## config.mk

```make
export PLATFORM = sky130hd
export DESIGN_NAME = seq_add_sub
export DESIGN_NICKNAME = d
export VERILOG_FILES = /design/src/rtl/add_sub_pkg.sv /design/src/rtl/slice_adder.sv /design/src/rtl/seq_add_sub.sv
export SDC_FILE = /design/constraint.sdc
export NUM_CORES = 1
export LEC_CHECK = 0
export BUFFER_PORTS_ARGS = -buffer_cell sky130_fd_sc_hd__buf_2
export CORE_AREA = 4 4 109 111
export DETAILED_ROUTE_END_ITERATION = 6
export DIE_AREA = 0 0 113 115
export GPL_ROUTABILITY_DRIVEN = 0
export PLACE_DENSITY = 0.68
export SYNTH_ARGS = -nofsm -noshare
export SYNTH_HDL_FRONTEND = slang
export SYNTH_SLANG_ARGS = --single-unit
```

## constraint.sdc

```tcl
create_clock -name clk -period 9.9 [get_ports clk]
set_input_delay 1.98 -clock clk [delete_from_list [all_inputs] [get_ports clk]]
set_output_delay 1.98 -clock clk [all_outputs]
set_load 0.05 [all_outputs]
```

## src/rtl/add_sub_pkg.sv

```systemverilog
// Shared types and sizing helpers for the sequential adder/subtractor.
package add_sub_pkg;

    typedef enum logic [1:0] {
        IDLE = 2'd0,
        RUN  = 2'd1,
        DONE = 2'd2
    } state_t;

    typedef enum logic {
        OP_ADD = 1'b0,
        OP_SUB = 1'b1
    } op_t;

    // Number of slices needed to cover the full operand width.
    function automatic int calc_nslice(input int width, input int slice);
        return width / slice;
    endfunction

    // Index width for a counter over n values; never narrower than one bit.
    function automatic int calc_idx_w(input int n);
        return (n <= 1) ? 1 : $clog2(n);
    endfunction

endpackage

```

## src/rtl/slice_adder.sv

```systemverilog
// Combinational SLICE-bit ripple adder. Besides the sum and carry out it
// exposes the carry into its top bit so the caller can derive signed overflow.
module slice_adder #(
    parameter int SLICE = 8
) (
    input  logic [SLICE-1:0] a,
    input  logic [SLICE-1:0] b,
    input  logic             cin,
    output logic [SLICE-1:0] sum,
    output logic             cout,
    output logic             c_msb
);

    logic [SLICE:0] carry_s;

    // Bit-serial ripple chain across the slice.
    always_comb begin
        carry_s    = '0;
        sum        = '0;
        carry_s[0] = cin;
        for (int i = 0; i < SLICE; i++) begin
            sum[i]       = a[i] ^ b[i] ^ carry_s[i];
            carry_s[i+1] = (a[i] & b[i]) | (a[i] & carry_s[i]) | (b[i] & carry_s[i]);
        end
    end

    assign cout  = carry_s[SLICE];
    assign c_msb = carry_s[SLICE-1];

endmodule

```

## src/rtl/seq_add_sub.sv

```systemverilog
// Multi-cycle WIDTH-bit adder/subtractor, SLICE bits per clock, LSB first.
// Operands and results move through valid/ready handshakes.
// Optional build macro ADD_SUB_SATURATE_EN: clamps the result to the signed
// limit on overflow (cout/overflow still report the raw arithmetic).
module seq_add_sub
    import add_sub_pkg::*;
#(
    parameter int WIDTH = 32,
    parameter int SLICE = 8
) (
    input  logic             clk,
    input  logic             rst_n,
    input  logic             in_valid,
    output logic             in_ready,
    input  logic [WIDTH-1:0] a,
    input  logic [WIDTH-1:0] b,
    input  logic             op,
    output logic             out_valid,
    input  logic             out_ready,
    output logic [WIDTH-1:0] result,
    output logic             cout,
    output logic             overflow
);

    localparam int NSLICE = calc_nslice(WIDTH, SLICE);
    localparam int IDX_W  = calc_idx_w(NSLICE);
    localparam logic [IDX_W-1:0] LAST_IDX = IDX_W'(NSLICE - 1);

    generate
        if ((SLICE < 1) || (SLICE > WIDTH) || ((WIDTH % SLICE) != 0)) begin : g_bad_cfg
            $error("seq_add_sub: WIDTH must be a non-zero multiple of SLICE");
        end
    endgenerate

    state_t           state_r;
    logic [WIDTH-1:0] a_r;
    logic [WIDTH-1:0] b_r;
    logic             carry_r;
    logic [IDX_W-1:0] idx_r;
    logic [WIDTH-1:0] result_r;
    logic             cout_r;
    logic             overflow_r;
    logic             out_valid_r;

    op_t              op_s;
    logic             in_ready_s;
    logic             accept_s;
    logic             last_s;
    logic [SLICE-1:0] a_slice_s;
    logic [SLICE-1:0] b_slice_s;
    logic [SLICE-1:0] sum_s;
    logic             c_out_s;
    logic             c_msb_s;
    logic             overflow_s;
    logic [WIDTH-1:0] result_upd_s;
    logic [WIDTH-1:0] result_fin_s;

    assign op_s       = op_t'(op);
    assign in_ready_s = (state_r == IDLE) || ((state_r == DONE) && out_ready);
    assign accept_s   = in_valid && in_ready_s;
    assign last_s     = (idx_r == LAST_IDX);
    assign overflow_s = c_msb_s ^ c_out_s;

    // Route the operand slice selected by the current index to the adder.
    always_comb begin
        a_slice_s = '0;
        b_slice_s = '0;
        for (int k = 0; k < NSLICE; k++) begin
            a_slice_s = (idx_r == IDX_W'(k)) ? a_r[k*SLICE +: SLICE] : a_slice_s;
            b_slice_s = (idx_r == IDX_W'(k)) ? b_r[k*SLICE +: SLICE] : b_slice_s;
        end
    end

    slice_adder #(
        .SLICE (SLICE)
    ) u_slice_adder (
        .a     (a_slice_s),
        .b     (b_slice_s),
        .cin   (carry_r),
        .sum   (sum_s),
        .cout  (c_out_s),
        .c_msb (c_msb_s)
    );

    // Merge the fresh slice sum into the result word at the current index.
    always_comb begin
        result_upd_s = result_r;
        for (int k = 0; k < NSLICE; k++) begin
            result_upd_s[k*SLICE +: SLICE] = (idx_r == IDX_W'(k)) ? sum_s
                                                                  : result_r[k*SLICE +: SLICE];
        end
    end

`ifdef ADD_SUB_SATURATE_EN
    // Clamp to the signed limit in the direction of A's sign on overflow.
    always_comb begin
        result_fin_s = result_upd_s;
        if (overflow_s) begin
            if (a_r[WIDTH-1]) begin
                result_fin_s = {1'b1, {(WIDTH-1){1'b0}}};
            end else begin
                result_fin_s = {1'b0, {(WIDTH-1){1'b1}}};
            end
        end else begin
            result_fin_s = result_upd_s;
        end
    end
`else
    // Wrapped two's-complement result; no clamping in this build.
    always_comb begin
        result_fin_s = result_upd_s;
    end
`endif

    // Control FSM plus operand, carry, index and result registers.
    always_ff @(posedge clk or negedge rst_n) begin
        if (!rst_n) begin
            state_r     <= IDLE;
            a_r         <= '0;
            b_r         <= '0;
            carry_r     <= 1'b0;
            idx_r       <= '0;
            result_r    <= '0;
            cout_r      <= 1'b0;
            overflow_r  <= 1'b0;
            out_valid_r <= 1'b0;
        end else begin
            case (state_r)
                IDLE: begin
                    if (accept_s) begin
                        a_r     <= a;
                        b_r     <= (op_s == OP_SUB) ? ~b : b;
                        carry_r <= op;
                        idx_r   <= '0;
                        state_r <= RUN;
                    end
                end
                RUN: begin
                    carry_r <= c_out_s;
                    if (last_s) begin
                        result_r    <= result_fin_s;
                        cout_r      <= c_out_s;
                        overflow_r  <= overflow_s;
                        out_valid_r <= 1'b1;
                        idx_r       <= '0;
                        state_r     <= DONE;
                    end else begin
                        result_r <= result_upd_s;
                        idx_r    <= idx_r + IDX_W'(1);
                    end
                end
                DONE: begin
                    if (accept_s) begin
                        a_r         <= a;
                        b_r         <= (op_s == OP_SUB) ? ~b : b;
                        carry_r     <= op;
                        idx_r       <= '0;
                        out_valid_r <= 1'b0;
                        state_r     <= RUN;
                    end else if (out_ready) begin
                        out_valid_r <= 1'b0;
                        state_r     <= IDLE;
                    end
                end
                default: begin
                    out_valid_r <= 1'b0;
                    idx_r       <= '0;
                    state_r     <= IDLE;
                end
            endcase
        end
    end

    assign in_ready  = in_ready_s;
    assign out_valid = out_valid_r;
    assign result    = result_r;
    assign cout      = cout_r;
    assign overflow  = overflow_r;

endmodule

```

==> results.txt, run 1 <==
outcome - finished, final reports clean
die area - 13000 um^2
Worst setup SP type - flip-flop
Worst Path Required - 10.18 ns
Synth Flop Type - dfrtp_1
share of the synthesized area in the top cell type - 51.2%
Chip Width - 113 um
Worst R2R Setup Slack - 4.52 ns
Vias - 3669
Sw Pwr - 1.09 mW
row count - 38
Total Routing Usage GR - 18.8%
synthesis-to-finish area growth - 14.2%
drt wl/cell - 17.2 um
EDFF count, synth - 0
Yosys cell types - 32
GR Layer Usage met1 - 26.7%
CP endpoint - result[15]
post-CTS setup buffers - 0
TritonCTS clock tree - done
r2r startpoint - idx_r[0]
Yosys top cell by area - dfrtp_1
Min-Delay Path Class - reg2reg
vias per inst - 5.33
clock power share - 10.1%
H-tree depth - 3
global-route wire length before repair - 19.1 mm
fin cells - 688
CTS sink count - 104
Crit. End Element - flip-flop
# diodes - 0
Max Transition Viols Final - 0
most frequent cells in the layout - 104 x dfrtp_1, 103 x buf_2, 91 x o21ai_0, 33 x a21oi_1, 29 x nand2_1
Pint - 1.23 mW
final wirelength - 11.9 mm
post-synthesis sequential area ratio - 51.2%
Cells on Worst Hold Path - 2
layout cells sized above 1 - 31.6%
Worst slew margin - 21.4%
M3 GR Usage - 4.89%
peak supply drop - 0.253 mV
register bit total from synthesis - 104
clk_lat worst skew - 0.38 ns
fin crit period - 5.38 ns
start point of the critical path - idx_r[0]
unrepaired setup endpoints after global routing - false
Post-synth ARST share - 100%
Clock Tree Root - clkbuf_8
Initial Util - 47.1%
maximum clock path buffer count - 2
global route overflow - 0
part of the power in registers - 33.0%
Layout Skew - 0.0151 ns
Ports - 105
WS Path Type - reg2reg
DRT antenna net count - 0
critical path arrival - 5.66 ns
Final setup viols - 0
DRC - 0
f_max - 186 MHz
Avg Inst Size Synth - 11.1 um^2
leak pwr - 2.69 nW
largest net degree at the start of global routing - 54
period utilization - 54.4%
Ys Warns - 0
Post-Syn Nets - 540
Synth Cell Area - 5080 um^2
CTS Hold Buffers Added - 0
most common cell after layout, fill and taps aside - dfrtp_1
final hold vios - 0
Worst Tran Pin Value - 1.18 ns
initial detailed-routing violation count - 253
vias in the first global route - 3629
switching part of the total - 47.0%
initial antenna violation count - 0
max-cap viol count - 0
storage element area - 2600 um^2
core area - 10800 um^2
Inst Count DP - 673
Chip Height - 115 um
capturing point of the worst reg2reg path - result[15]
met2 Resource Use GR - 28.1%
port bufs - 104
DP HPWL - 8.58 mm
Resized cells post-CTS - 0
Detailed Routing Iterations Pass 1 - 5
Comb power frac - 56.8%
GR peak layer - met2
final setup TNS - 0 ns
reg2reg path depth - 15
Filler cells - 944
area of the multi-input gates - 2220 um^2
cells after synthesis - 459
Synth area leaders - dfrtp_1 51%, o21ai_0 9.0%, mux2_4 6.8%, mux2_2 5.5%, xnor2_1 4.1%
Clk pin slew, worst setup/hold paths - 0.10 ns
TritonCTS buffer count - 9
worst-path maximum fanout - 33
nets - 625
Pwr per Cell Area - 400 nW/um^2
## power by group through the flow
stage	clock, mW	combinational (mW)	sequential [mW]
floorplan	0	0.770	0.968
global placement	0	1.29	0.770
detailed placement	0	1.33	0.771
CTS	0.242	1.33	0.765
global route	0.259	1.44	0.788
finish	0.235	1.32	0.767
## cells in the mapped netlist, types with 2 or more instances
master    count
fa_1          8
xor2_1        9
a21oi_1      33
nor2_1        2
inv_1        23
clkbuf_1     19
nand2_1      29
a22o_1       12
nand2b_1      3
buf_6         4
o21ai_0      91
buf_2        10
a22oi_1       4
nand3b_1      3
dfrtp_1     104
ha_1          4
xnor2_1      24
nand3_1      17
mux2_4       23
mux2_2       25
## per-layer routing
layer  vias to the layer above  wire, um
li1                       1745         -
met1                      1769      5640
met2                       131      5240
met3                        24       675
met4                         0       308
met5                         -         0
## state kept, by name (all words and copies together) (netlist names)
signal,cells
overflow,1
a_r,32
carry_r,1
cout,1
out_valid,1
result,32
b_r,32
state_r,2
idx_r,2
## worst min-delay path by stage
stage	start	slack, ns	end
2_1_floorplan	b_r[14]	0.46	b_r[14]
3_3_place_gp	result[8]	0.46	result[8]
3_5_place_dp	result[8]	0.47	result[8]
4_1_cts	result[24]	0.49	result[24]
5_1_grt	result[8]	0.51	result[8]
6_report	result[16]	0.48	result[16]
## logic make-up (layout without fill, tap and decap cells)
logic type      Yosys count  count (layout)  synth area share [%]
compound gates          145             145                  15.6
xor+xnor                 33              33                  5.69
simple gates             60              60                  5.89
flops                   104             104                  51.2
fa+ha+maj                12              12                  4.14
buf+inv                  57             146                  5.05
mux                      48              48                  12.3
## through the flow
step	area [um^2]	utilization, %	worst slack [ns]	hold WS, ns	power, mW
floorplan	5080	-	4.82	0.462	1.74
global placement	5640	52.2	4.84	0.463	2.06
detailed placement	5640	52.2	4.61	0.468	2.10
CTS	5800	53.7	4.57	0.488	2.34
global route	5800	53.7	4.17	0.509	2.49
finish	5800	53.7	4.52	0.481	2.32
## worst max-delay path: stages, from the launching register on
cell     delay [ns]
dfrtp_1        0.44
inv_1          0.10
ha_1           0.89
a21oi_1        0.13
a22oi_1        0.28
fa_1           0.25
inv_1          0.05
fa_1           0.39
fa_1           0.40
fa_1           0.40
fa_1           0.39
fa_1           0.39
fa_1           0.41
inv_1          0.09
fa_1           0.45
o21ai_0        0.21
## final cells by class
| cell class | instances | share of cell area [%] |
|---|---|---|
| flip-flops and latches | 104 | 44.9 |
| clock inverters | 4 | 0.518 |
| clock buffers | 11 | 2.27 |
| multi-input cells | 298 | 38.3 |
| well taps | 140 | 3.02 |
| inverters | 23 | 1.49 |
| repair buffers | 108 | 9.54 |
(Power assumes the default switching activity.)
==> inputs of run 2 (changes only) <==
- PLACE_DENSITY: 0.68 -> 0.71
- clock period: 9.9 -> 4.7 ns (I/O delays scaled with it)
==> run 2 against run 1 <==
Compared with the run above:
- register-to-register slack worse by 4.3 ns
- hold slack better by 0.0056 ns
- critical path depth rose by 1
- sequential power grew 110%
- cell count is 2.0% higher
- count of clock-buffer cells in the layout is 2 lower
- largest power group unchanged
- via count up 4.1%
- critical endpoint unchanged
==> results.txt, run 2 (synthesis gave the netlist of run 1 again) <==
period utilization - 96.1% (+42 points)
Final setup viols - 0 (unchanged)
synthesis-to-finish area growth - 17.5%
Ports - 105 (unchanged)
# diodes - 0 (unchanged)
global route overflow - 0 (unchanged)
DRT antenna net count - 0 (unchanged)
Detailed Routing Iterations Pass 1 - 5 (unchanged)
most common cell after layout, fill and taps aside - dfrtp_1
Worst slew margin - 39.5% (+18 points)
Worst path max stage delay - 0.46 ns (-0.43 ns)
TritonCTS buffer count - 9 (unchanged)
initial antenna violation count - 0 (unchanged)
unrepaired setup endpoints after global routing - false
Chip Height - 115 um (unchanged)
f_max - 221 MHz (+19%)
Crit. End Element - flip-flop
peak supply drop - 0.501 mV (+98%)
r2r startpoint - idx_r[0]
Max Transition Viols Final - 0 (unchanged)
max-cap viol count - 0 (unchanged)
Chip Width - 113 um (unchanged)
CP endpoint - result[15]
Worst Path Buf+Inv - 3 (unchanged)
initial detailed-routing violation count - 215 (-15%)
CP top delay family - adder cells
H-tree depth - 3 (unchanged)
drt wl/cell - 17.2 um (-0.36%)
Worst R2R Setup Slack - 0.18 ns (-4.33 ns)
Clock Tree Root - clkbuf_8
final setup TNS - 0 ns (unchanged)
die area - 13000 um^2 (unchanged)
TritonCTS clock tree - done
nets - 638 (+2.1%)
clk_lat worst skew - 0.39 ns (about the same)
fin crit period - 4.52 ns (-0.868 ns)
worst-path maximum fanout - 7 (-79%)
core area - 10800 um^2 (unchanged)
reg2reg path depth - 16 (+1)
final wirelength - 12.1 mm (+1.7%)
DP HPWL - 8.81 mm (+2.7%)
outcome - finished, final reports clean
Total Routing Usage GR - 19.0% (+0.12 points)
port bufs - 104 (unchanged)
critical path depth - 16 (+1)
vias in the first global route - 3809 (+5.0%)
Finished Core Util - 55.3% (+1.6 points)
start point of the critical path - idx_r[0]
Inst Count DP - 682 (+1.3%)
leak pwr - 2.77 nW (+3.2%)
Worst Tran Pin Value - 0.907 ns (-0.271 ns)
fin cells - 702 (+2.0%)
largest net degree at the start of global routing - 75 (+39%)
layout cells sized above 1 - 34.9% (+3.3 points)
global-route wire length before repair - 19.3 mm (+1.4%)
Pwr per Cell Area - 854 nW/um^2 (+110%)
Worst Path Required - 4.99 ns (-5.19 ns)
DRC - 0 (unchanged)
Vias - 3819 (+4.1%)
capturing point of the worst reg2reg path - result[15]
Hold WS - 0.487 ns (+0.00560 ns)
critical path arrival - 4.81 ns (-0.85 ns)
Initial Util - 47.1% (unchanged)
final hold vios - 0 (unchanged)
CTS sink count - 104 (unchanged)
Worst setup SP type - flip-flop
Layout Skew - 0.0208 ns (+0.00572 ns)
WS Path Type - reg2reg
Clk pin slew, worst setup/hold paths - 0.12 ns (+0.02 ns)
maximum clock path buffer count - 2 (unchanged)
Min-Delay Path Class - reg2reg
most frequent cells in the layout - 104 x dfrtp_1, 103 x buf_2, 87 x o21ai_0, 33 x a21oi_1, 29 x nand2_1
worst-path cell chain - inv_2 -> ha_4 -> a21oi_1 -> o21ai_0 -> a22oi_1 -> fa_2 -> inv_1 -> fa_1 -> fa_1 -> fa_1 -> fa_1 -> fa_2 -> fa_2 -> inv_1 -> fa_1 -> o21ai_1
slowest CP cell - dfrtp_1
row count - 38 (unchanged)
CTS Hold Buffers Added - 0 (unchanged)
vias per inst - 5.44 (+2.0%)
Most common cell on crit path - fa_1
[run 2: changes by cell type in the layout (fill, tap and decap cells not counted), moves of 3 or more]
cell     delta
buf_4      +13
fa_1        -3
fa_2        +3
ha_1        -3
inv_8       +3
o21ai_0     -4
o21ai_1     +4
[run 2: through the flow]
| stage | cell area (um^2) | total power [mW] | setup WS (ns) |
|---|---|---|---|
| after floorplan | 5080 | 3.66 | 0.0675 |
| after global routing | 5970 | 5.48 | 0.00296 |
| after CTS | 5930 | 5.06 | 0.0569 |
| final | 5970 | 5.10 | 0.184 |
| after detailed placement | 5700 | 4.48 | 0.0161 |
| after global placement | 5700 | 4.37 | 0.183 |
[run 2: how the worst min path moves through the flow]
stage                         start         to  slack [ns]  depth (start not counted)
after global routing      result[8]  result[8]        0.51                          2
final                     result[8]  result[8]        0.49                          2
after global placement    result[0]  result[0]        0.46                          2
after detailed placement  result[8]  result[8]        0.47                          2
after CTS                 result[8]  result[8]        0.50                          2
after floorplan             b_r[14]    b_r[14]        0.46                          2
[run 2: worst min-delay path: stages (launching register included)]
cell and delay (ns):
dfrtp_1 0.36, nand2_1 0.04, o21ai_0 0.06
[run 2: final cells by class]
cell class              instances  area [um^2]
fillers                       920         4830
flip-flops and latches        104         2600
inverters                      23         86.3
multi-input cells             298         2240
repair buffers                121          651
well taps                     140          175
clock inverters                 7         83.8
clock buffers                   9          124
[run 2: metal layers]
metal | vias to the layer above | GRT usage, % | share of wire (%) | routed length (um)
met5 | - | 0 | 0 | 0
met4 | 0 | 7.05 | 2.3 | 274
met3 | 23 | 4.21 | 6.7 | 813
met2 | 147 | 30.3 | 47 | 5700
met1 | 1876 | 25.5 | 44 | 5270
li1 | 1773 | - | - | -
[run 2: repair_timing]
item | 4_1_cts | 5_1_grt
buffers inserted | 2 | 2
cloned | 0 | 0
pin swaps | 0 | 3
hold endpoints to repair | 0 | 0
gates resized for setup | 0 | 12
setup endpoints to repair | 1 | 5
[run 2: power by group]
part	internal (mW)	switching (mW)	leakage [nW]
clock network	0.217	0.357	0.106
registers	1.34	0.276	1.26
logic	1.14	1.76	1.40
total	2.70	2.39	2.77
